===== src/rtl/inst_rom_loader_if.sv =====
// Byte-stream in / instruction-RAM write port out, seen from the loader.
// Signal suffixes are from the loader's point of view.
interface inst_rom_loader_if #(
  parameter int ADDR_W = 10
);
  logic              byte_valid_i;
  logic [7:0]        byte_i;
  logic              byte_ready_o;
  logic              mem_we_o;
  logic [ADDR_W-1:0] mem_addr_o;
  logic [31:0]       mem_data_o;

  // Loader side: consumes bytes, drives the RAM write port.
  modport slave (
    input  byte_valid_i, byte_i,
    output byte_ready_o, mem_we_o, mem_addr_o, mem_data_o
  );

  // Byte source / RAM side.
  modport master (
    output byte_valid_i, byte_i,
    input  byte_ready_o, mem_we_o, mem_addr_o, mem_data_o
  );
endinterface


===== src/rtl/inst_rom_loader.sv =====
// Boot loader: holds the CPU in reset, receives a framed big-endian byte
// stream (length, N data words, XOR checksum), writes the words to the
// instruction RAM from address 0, then releases the CPU if the checksum
// matches.
module inst_rom_loader #(
  parameter int ADDR_W  = 10,
  parameter int TIMEOUT = 1000
) (
  input  logic                clk,
  input  logic                rst,
  input  logic                start_i,
  inst_rom_loader_if.slave    bus,
  output logic                cpu_hold_o,
  output logic                busy_o,
  output logic                done_o,
  output logic                err_o,
  output logic [1:0]          err_code_o,
  output logic [ADDR_W:0]     word_cnt_o
);
  localparam int TW = $clog2(TIMEOUT + 1);
  localparam logic [32:0] MAX_N = 33'd1 << ADDR_W;

  localparam logic [2:0] S_IDLE = 3'd0;
  localparam logic [2:0] S_HDR  = 3'd1;
  localparam logic [2:0] S_DATA = 3'd2;
  localparam logic [2:0] S_CHK  = 3'd3;
  localparam logic [2:0] S_DONE = 3'd4;
  localparam logic [2:0] S_ERR  = 3'd5;

  logic [2:0]        state_q, state_d;
  logic [1:0]        bidx_q, bidx_d;
  logic [23:0]       shreg_q, shreg_d;
  logic [ADDR_W:0]   len_q, len_d;
  logic [ADDR_W:0]   cnt_q, cnt_d;
  logic [31:0]       csum_q, csum_d;
  logic [TW-1:0]     tmo_q, tmo_d;
  logic              we_q, we_d;
  logic [ADDR_W-1:0] addr_q, addr_d;
  logic [31:0]       data_q, data_d;
  logic              done_q, done_d;
  logic              err_q, err_d;
  logic [1:0]        code_q, code_d;
  logic              hold_q, hold_d;

  logic              busy, accept;
  logic [31:0]       word;
  logic [ADDR_W:0]   cnt_inc;
  logic [TW-1:0]     tmo_inc;

  assign busy    = (state_q == S_HDR) || (state_q == S_DATA) || (state_q == S_CHK);
  assign accept  = busy && bus.byte_valid_i;
  // Word completed by the byte on the bus (valid only when bidx_q == 3).
  assign word    = {shreg_q, bus.byte_i};
  assign cnt_inc = cnt_q + (ADDR_W+1)'(1);
  assign tmo_inc = tmo_q + TW'(1);

  // Next-state: byte assembly, frame sequencing, checksum and idle timeout.
  always_comb begin
    state_d = state_q;  bidx_d = bidx_q;  shreg_d = shreg_q;  len_d = len_q;
    cnt_d   = cnt_q;    csum_d = csum_q;  tmo_d   = tmo_q;
    we_d    = 1'b0;     addr_d = addr_q;  data_d  = data_q;
    done_d  = done_q;   err_d  = err_q;   code_d  = code_q;   hold_d = hold_q;
    case (state_q)
      S_IDLE, S_DONE, S_ERR: begin
        if (start_i) begin
          state_d = S_HDR;  bidx_d = 2'd0;  tmo_d = '0;  cnt_d = '0;
          done_d  = 1'b0;   err_d  = 1'b0;  code_d = 2'd0;  hold_d = 1'b1;
        end
      end
      S_HDR, S_DATA, S_CHK: begin
        if (accept) begin
          // A byte always beats a timeout landing on the same edge.
          tmo_d   = '0;
          shreg_d = {shreg_q[15:0], bus.byte_i};
          bidx_d  = bidx_q + 2'd1;
          if (bidx_q == 2'd3) begin
            if (state_q == S_HDR) begin
              if (word == 32'd0 || {1'b0, word} > MAX_N) begin
                state_d = S_ERR;  err_d = 1'b1;  code_d = 2'd1;
              end else begin
                state_d = S_DATA;  len_d = word[ADDR_W:0];
                cnt_d   = '0;      csum_d = '0;
              end
            end else if (state_q == S_DATA) begin
              we_d   = 1'b1;
              addr_d = cnt_q[ADDR_W-1:0];
              data_d = word;
              cnt_d  = cnt_inc;
              csum_d = csum_q ^ word;
              if (cnt_inc == len_q) state_d = S_CHK;
            end else if (word == csum_q) begin
              state_d = S_DONE;  done_d = 1'b1;  hold_d = 1'b0;
            end else begin
              state_d = S_ERR;   err_d = 1'b1;   code_d = 2'd2;
            end
          end
        end else if (tmo_inc == TW'(TIMEOUT)) begin
          // Partially assembled word is dropped; nothing is written.
          state_d = S_ERR;  err_d = 1'b1;  code_d = 2'd3;  bidx_d = 2'd0;
        end else begin
          tmo_d = tmo_inc;
        end
      end
      default: state_d = S_IDLE;
    endcase
  end

  // State registers; reset abandons any load and keeps the CPU held.
  always_ff @(posedge clk or negedge rst) begin
    if (!rst) begin
      state_q <= S_IDLE;  bidx_q <= '0;  shreg_q <= '0;  len_q <= '0;
      cnt_q   <= '0;      csum_q <= '0;  tmo_q   <= '0;
      we_q    <= 1'b0;    addr_q <= '0;  data_q  <= '0;
      done_q  <= 1'b0;    err_q  <= 1'b0; code_q <= 2'd0; hold_q <= 1'b1;
    end else begin
      state_q <= state_d;  bidx_q <= bidx_d;  shreg_q <= shreg_d;  len_q <= len_d;
      cnt_q   <= cnt_d;    csum_q <= csum_d;  tmo_q   <= tmo_d;
      we_q    <= we_d;     addr_q <= addr_d;  data_q  <= data_d;
      done_q  <= done_d;   err_q  <= err_d;   code_q  <= code_d;  hold_q <= hold_d;
    end
  end

  assign bus.byte_ready_o = busy;
  assign bus.mem_we_o     = we_q;
  assign bus.mem_addr_o   = addr_q;
  assign bus.mem_data_o   = data_q;
  assign cpu_hold_o       = hold_q;
  assign busy_o           = busy;
  assign done_o           = done_q;
  assign err_o            = err_q;
  assign err_code_o       = code_q;
  assign word_cnt_o       = cnt_q;
endmodule

===== src/flat_wrapper.sv =====
// flat-port wrapper written by rule: the top's interface ports become plain ports
module inst_rom_loader_flat 
#(
  parameter int ADDR_W  = 10,
  parameter int TIMEOUT = 1000
)
  (clk, rst, start_i, cpu_hold_o, busy_o, done_o, err_o, err_code_o, word_cnt_o, bus_byte_valid_i, bus_byte_i, bus_byte_ready_o, bus_mem_we_o, bus_mem_addr_o, bus_mem_data_o);
  inst_rom_loader_if #(.ADDR_W(ADDR_W)) bus_i ();
  input  logic clk;
  input  logic rst;
  input  logic start_i;
  output logic cpu_hold_o;
  output logic busy_o;
  output logic done_o;
  output logic err_o;
  output logic [1:0] err_code_o;
  output logic [ADDR_W:0] word_cnt_o;
  input wire logic [$bits(bus_i.byte_valid_i)-1:0] bus_byte_valid_i;
  input wire logic [$bits(bus_i.byte_i)-1:0] bus_byte_i;
  output wire logic [$bits(bus_i.byte_ready_o)-1:0] bus_byte_ready_o;
  output wire logic [$bits(bus_i.mem_we_o)-1:0] bus_mem_we_o;
  output wire logic [$bits(bus_i.mem_addr_o)-1:0] bus_mem_addr_o;
  output wire logic [$bits(bus_i.mem_data_o)-1:0] bus_mem_data_o;
  assign bus_i.byte_valid_i = bus_byte_valid_i;
  assign bus_i.byte_i = bus_byte_i;
  assign bus_byte_ready_o = bus_i.byte_ready_o;
  assign bus_mem_we_o = bus_i.mem_we_o;
  assign bus_mem_addr_o = bus_i.mem_addr_o;
  assign bus_mem_data_o = bus_i.mem_data_o;
  inst_rom_loader #(.ADDR_W(ADDR_W), .TIMEOUT(TIMEOUT)) u_core (.clk(clk), .rst(rst), .start_i(start_i), .bus(bus_i), .cpu_hold_o(cpu_hold_o), .busy_o(busy_o), .done_o(done_o), .err_o(err_o), .err_code_o(err_code_o), .word_cnt_o(word_cnt_o));
endmodule

===== config.mk =====
export PLATFORM = sky130hd
export DESIGN_NAME = inst_rom_loader_flat
export DESIGN_NICKNAME = d
export VERILOG_FILES = /design/src/rtl/inst_rom_loader_if.sv /design/src/rtl/inst_rom_loader.sv /design/src/flat_wrapper.sv
export SDC_FILE = /design/constraint.sdc
export NUM_CORES = 1
export LEC_CHECK = 0
export ABC_AREA = 0
export CAP_MARGIN = 20
export CORE_ASPECT_RATIO = 0.9
export CORE_MARGIN = 1
export CORE_UTILIZATION = 35
export CTS_CLUSTER_SIZE = 40
export DETAILED_ROUTE_END_ITERATION = 8
export DONT_BUFFER_PORTS = 1
export GPL_TIMING_DRIVEN = 0
export PLACE_DENSITY_LB_ADDON = 0.05
export SETUP_SLACK_MARGIN = 0.15
export SKIP_CTS_REPAIR_TIMING = 1
export SLEW_MARGIN = 20
export SYNTH_ARGS = -nofsm -noshare
export SYNTH_HDL_FRONTEND = slang
export SYNTH_SLANG_ARGS = --single-unit

===== constraint.sdc =====
create_clock -name clk -period 5.2 [get_ports clk]
set_input_delay 0.52 -clock clk [delete_from_list [all_inputs] [get_ports clk]]
set_output_delay 0.52 -clock clk [all_outputs]
set_load 0.1 [all_outputs]

==> impl_metrics.yaml, run 1 <==
status:
  outcome: "complete, no violations"
global_route:
  antenna_found_initial: 0
  grt_pass1_vias: 5017
  grt_usage: 0.192
  grt_max_degree: 142
  grt_overflow: 0
  grt_pass1_wl_mm: 28.9
critical_path:
  start_kind: "register"
  crit_arrival_ns: 3.69
  crit_required_ns: 5.50
  cp_max_fo: 10
  end_kind: "register"
  worstSetupPathType: "reg2reg"
  r2r_slack_ns: 1.81
routing:
  postRouteAntennaNets: 0
  drt_wl_total_mm: 18.0
  drt-wirelength-per-cell_um: 18.4
  viasPerCell: 5.33
  dr.pass1.iters: 5
  drc: 0
  drt_iter0_markers: 486
  vias: 5204
logic_synthesis:
  synth-seq-cells: 141
  ys_warn_count: 0
  synth_async_sr_flop_share: 1.00
  netlist_area_mm2: 0.00672
  ys.flop_type: "dfrtp_1"
  synthTopCellsByArea: "dfrtp_1 52%, nand2_1 8.5%, o21ai_0 5.4%"
  mappedNetlistNets: 714
  yosysTopAreaCell: "dfrtp_1"
  yosysSeqAreaShare: 0.525
  synth_cells: 699
  synth_edf_count: 0
  syn_avg_cell_area_um2: 9.61
  ys_types: 55
  yosys.area.top_type_share: 0.521
clocking:
  cts_max_level: 4
  cts_max_path_buffers: 2
  clkSinkCount: 141
  clkLatencyLatePin_ns: 0.42
  clk_pin_slew_worst_paths_ns: 0.07
  clock-root-buffer: "clkbuf_16"
  cts_tree: "yes"
  cts_buffers: 17
timing:
  fmax_ghz: 0.295
  period_needed_ns: 3.39
  holdWs_ns: 0.0286
  rsz0062_at_grt: "no"
  setup_viol: 0
  finalCritPeriodShare: 0.651
  hold_viol: 0
  setup_tns_ns: 0
  fin_ws_ns: 1.81
  slew_headroom: 0.250
  slew_violations: 0
  finClkSkew_ns: 0.0109
  worstMarginPinSlew_ns: 1.13
min_path:
  hp-class: "in2async"
power:
  finalPower_mw: 3.47
  peakVddDrop_uv: 229
  p_leak_nw: 3.60
  power_density_mw_per_mm2: 454
layout:
  layout_common_cells: "153 x nand2_1, 140 x dfrtp_1, 73 x o21ai_0"
  final_common_cell: "nand2_1"
  fin_area_mm2: 0.00764
  drive_gt1_frac: 0.128
  nets: 734
  syn2layout_area_growth_pct: 13.8
  antennaDiodeCount: 0
run:
  cap_violations: 0
placement:
  routabilityCongestion: 0.834
  dp_slack_ns: 1.81
  dpl.hpwl_mm: 12.3
  portBuffers: 0
  placed_area_mm2: 0.00703
floorplanning:
  die_h_um: 133
  core.rowCount: 47
  fp.coreArea_mm2: 0.0186
  die-width_um: 148
  start_util: 0.362
  ios: 73
  die_area_mm2: 0.0198
[worst max-delay path: stages (launching register included)]
cell and delay (ns):
dfrtp_1 0.35, buf_2 0.17, o21ai_2 0.26, clkinv_1 0.82, nand2_1 0.75, nand2_1 0.10, a21oi_1 0.25, nand3b_1 0.23
mux2_2 0.35
[final cells by class]
type | count | area (um^2)
timing repair buffer | 1 | 27.5
buffer | 32 | 146
clock buffer | 17 | 425
tap | 245 | 307
multi-input combinational | 512 | 2990
inverter | 14 | 52.6
sequential | 141 | 3530
fill | 1852 | 10900
clock inverter | 15 | 166
[cells in the mapped netlist (2+ instances only)]
cell / instances
a21o_1: 2
a21oi_1: 22
a31oi_1: 19
and2_1: 4
and3_1: 6
and4_1: 2
buf_2: 12
clkbuf_1: 18
clkinv_1: 2
dfrtp_1: 140
ha_1: 3
inv_1: 12
mux2_2: 28
mux2_4: 8
mux2i_1: 3
nand2_1: 153
nand2b_1: 18
nand3_1: 13
nand3b_1: 2
nand4_1: 7
nor2_1: 51
nor2b_1: 2
nor3_1: 5
nor4_1: 15
nor4_2: 2
o2111ai_1: 2
o21a_1: 2
o21ai_0: 73
o21ai_1: 6
or2_2: 2
or4_1: 3
xnor2_1: 19
xor2_1: 21
[routing by layer]
metal	global-route usage	up-vias	wire [um]
met5	0	-	0
met4	0.0447	0	184
met1	0.278	2589	8800
li1	-	2472	-
met3	0.0521	11	937
met2	0.284	132	8050
[cell families after synthesis]
group	Yosys count	share of synthesized area
simple gates	291	0.200
flops	141	0.525
compound gates	139	0.118
buf+inv	46	0.0296
xor+xnor	40	0.0521
mux	39	0.0693
fa+ha+maj	3	0.00559
[where the power goes]
part | switching [mW] | total (mW) | internal [mW] | leakage, nW
registers | 0.339 | 1.56 | 1.22 | 1.90
clock network | 0.505 | 1.22 | 0.715 | 0.286
logic | 0.408 | 0.686 | 0.278 | 1.41
[metrics by stage]
step           cells   util
2_1_floorplan    699      -
3_3_place_gp     944  0.378
3_5_place_dp     944  0.378
4_1_cts          976  0.410
5_1_grt          977  0.411
6_report         977  0.411
[state kept, by name, indices dropped and copies added (netlist names)]
signal,cells
u_core.err_o,1
u_core.len_q,11
u_core.word_cnt_o,11
u_core.tmo_q,10
u_core.state_q,3
u_core.cpu_hold_o,1
u_core.done_o,1
u_core.bus.mem_we_o,1
u_core.bus.mem_addr_o,10
u_core.bus.mem_data_o,32
u_core.shreg_q,24
u_core.err_code_o,2
u_core.bidx_q,2
u_core.csum_q,32
[final timing paths]
path,startpoint,end,cells after the start
min in group clk,bus_byte_i[6],u_core.bus.mem_data_o[6],2
hold reg to reg,u_core.csum_q[10],u_core.csum_q[10],1
setup reg to reg,u_core.state_q[1],u_core.err_o,8
setup / recovery,u_core.state_q[1],u_core.err_o,8
max in group asynchronous,rst,u_core.shreg_q[17],1
hold / removal,rst,u_core.bus.mem_data_o[3],1
Power figures use the tool's default switching activity.
==> inputs of run 2 (changes only) <==
==> constraint.sdc (replaced) <==
create_clock -name clk -period 2.78 [get_ports clk]
set_input_delay 0.278 -clock clk [delete_from_list [all_inputs] [get_ports clk]]
set_output_delay 0.278 -clock clk [all_outputs]
set_load 0.1 [all_outputs]
==> run 2 against run 1 <==
Net effect: the run now ends with negative hold slack left; die area did not move; power rose by 92%; maximum frequency rose by 34%; first-iteration DRC count fell by 21%; worst setup slack got worse by 1.6 ns; largest cell class unchanged; largest power group unchanged; highest routed layer unchanged.
==> impl_metrics.yaml, run 2 (synthesized netlist as in run 1, its figures left out) <==
status:
  outcome: "complete, but fails checks"
  violations: "negative hold slack"
layout:
  nets: 745
  fin_area_mm2: 0.00788
  final_cell_count_no_fill: 987
  drive_gt1_frac: 0.162
  layout_common_cells: "151 x nand2_1, 130 x dfrtp_1, 73 x o21ai_0"
  antennaDiodeCount: 0
  syn2layout_area_growth_pct: 17.3
  fill_cells: 1841
  fin_util: 0.424
  final_common_cell: "nand2_1"
critical_path:
  start_kind: "register"
  cp_max_fo: 7
  crit_required_ns: 3.09
  slowest_delay_ns: 0.54
  crit_arrival_ns: 2.85
  end_kind: "register"
  cp_cell_sequence: "xnor2_1 > nand3_1 > or4_4 > nor4_4 > o21bai_1 > nand3b_1 > mux2_2"
  worstSetupPathType: "reg2reg"
  r2r_slack_ns: 0.25
  critPathSlowestCell: "or4_4"
placement:
  portBuffers: 0
  routabilityCongestion: 0.838
  dpl.hpwl_mm: 12.4
  dpl.cell_count: 944
  placed_area_mm2: 0.00703
timing:
  worstMarginPinSlew_ns: 1.06
  period_needed_ns: 2.53
  rsz0062_at_grt: "no"
  finalCritPeriodShare: 0.911
  slew_violations: 0
  hold_viol: 141
  holdWs_ns: -0.467
  setup_tns_ns: 0
  slew_headroom: 0.294
  setup_viol: 0
  finClkSkew_ns: 0.0139
  fmax_ghz: 0.395
floorplanning:
  die_area_mm2: 0.0198
  die_h_um: 133
  core.rowCount: 47
  ios: 73
  fp.coreArea_mm2: 0.0186
  die-width_um: 148
  start_util: 0.362
power:
  power_density_mw_per_mm2: 843
  peakVddDrop_uv: 437
  p_leak_nw: 3.67
global_route:
  antenna_found_initial: 0
  grt_pass1_wl_mm: 28.6
  grt_overflow: 0
  grt_max_degree: 142
  grt_usage: 0.192
  grt_pass1_vias: 4965
run:
  cap_violations: 0
routing:
  drc: 0
  viasPerCell: 5.26
  vias: 5189
  postRouteAntennaNets: 0
  drt_wl_total_mm: 18.7
  dr.pass1.iters: 5
  drt-wirelength-per-cell_um: 19.0
  drt_iter0_markers: 384
clocking:
  clkLatencyLatePin_ns: 0.43
  cts_max_level: 4
  cts_buffers: 17
  clk_pin_slew_worst_paths_ns: 0.06
  cts_max_path_buffers: 2
  cts_tree: "yes"
  clock-root-buffer: "clkbuf_16"
  clkSinkCount: 141
min_path:
  hp-class: "in2async"
## run 2: changes by cell type in the layout (fill, tap and decap cells not counted), sizes merged
cell	delta
bufinv	+2
clkinvlp	-1
clkinv	-4
dlymetal6s2s	+1
clkbuf	+4
inv	-1
dlygate4sd3	+9
## run 2: power by group
part	leakage (nW)	total (mW)	internal, mW	switching [mW]
logic	1.49	1.28	0.536	0.745
clock network	0.306	2.43	1.54	0.888
registers	1.88	2.94	2.29	0.644
## run 2: metrics by stage
| step | power (mW) | setup slack, ns | hold WS (ns) |
|---|---|---|---|
| floorplan | 3.78 | 0.230 | -0.0176 |
| global placement | 4.17 | -0.116 | -0.0133 |
| detailed placement | 4.19 | -0.171 | -0.0144 |
| CTS | 6.64 | -0.188 | -0.469 |
| global route | 6.97 | 0.138 | -0.481 |
| finish | 6.65 | 0.248 | -0.467 |
## run 2: worst paths after layout
| path | depth (start not counted) | end | start |
|---|---|---|---|
| max | 7 | u_core.err_o | u_core.shreg_q[5] |
| min | 0 | u_core.bus.mem_data_o[0] | rst |
| max reg2reg | 7 | u_core.err_o | u_core.shreg_q[5] |
| min reg2reg | 1 | u_core.csum_q[13] | u_core.csum_q[13] |
| max in group asynchronous | 0 | u_core.cpu_hold_o | rst |
| min in group clk | 2 | u_core.bus.mem_data_o[2] | bus_byte_i[2] |
## run 2: cell type report
class,count,area (um^2),share of cell area
clock buffers,20,457,0.0579
well taps,245,307,0.0389
multi-input cells,512,3070,0.389
clock inverters,11,165,0.0209
flip-flops and latches,141,3560,0.452
inverters,14,55.1,0.00698
plain buffers,32,158,0.0200
repair buffers,12,118,0.0149
## run 2: per-layer routing
layer,GRT usage,vias up,routed length [um]
met5,0,-,0
met4,0.0664,0,331
met3,0.0527,22,962
met2,0.277,113,8180
met1,0.274,2586,9250
li1,-,2468,-
## run 2: critical path, delay by kind of cell (launching register included)
kind             cells  cell delay (ns)
AO/OA/AOI/OAI        1             0.11
XOR/XNOR             1             0.23
flip-flops           1             0.51
multiplexers         1             0.35
AND/OR/NAND/NOR      4             1.20
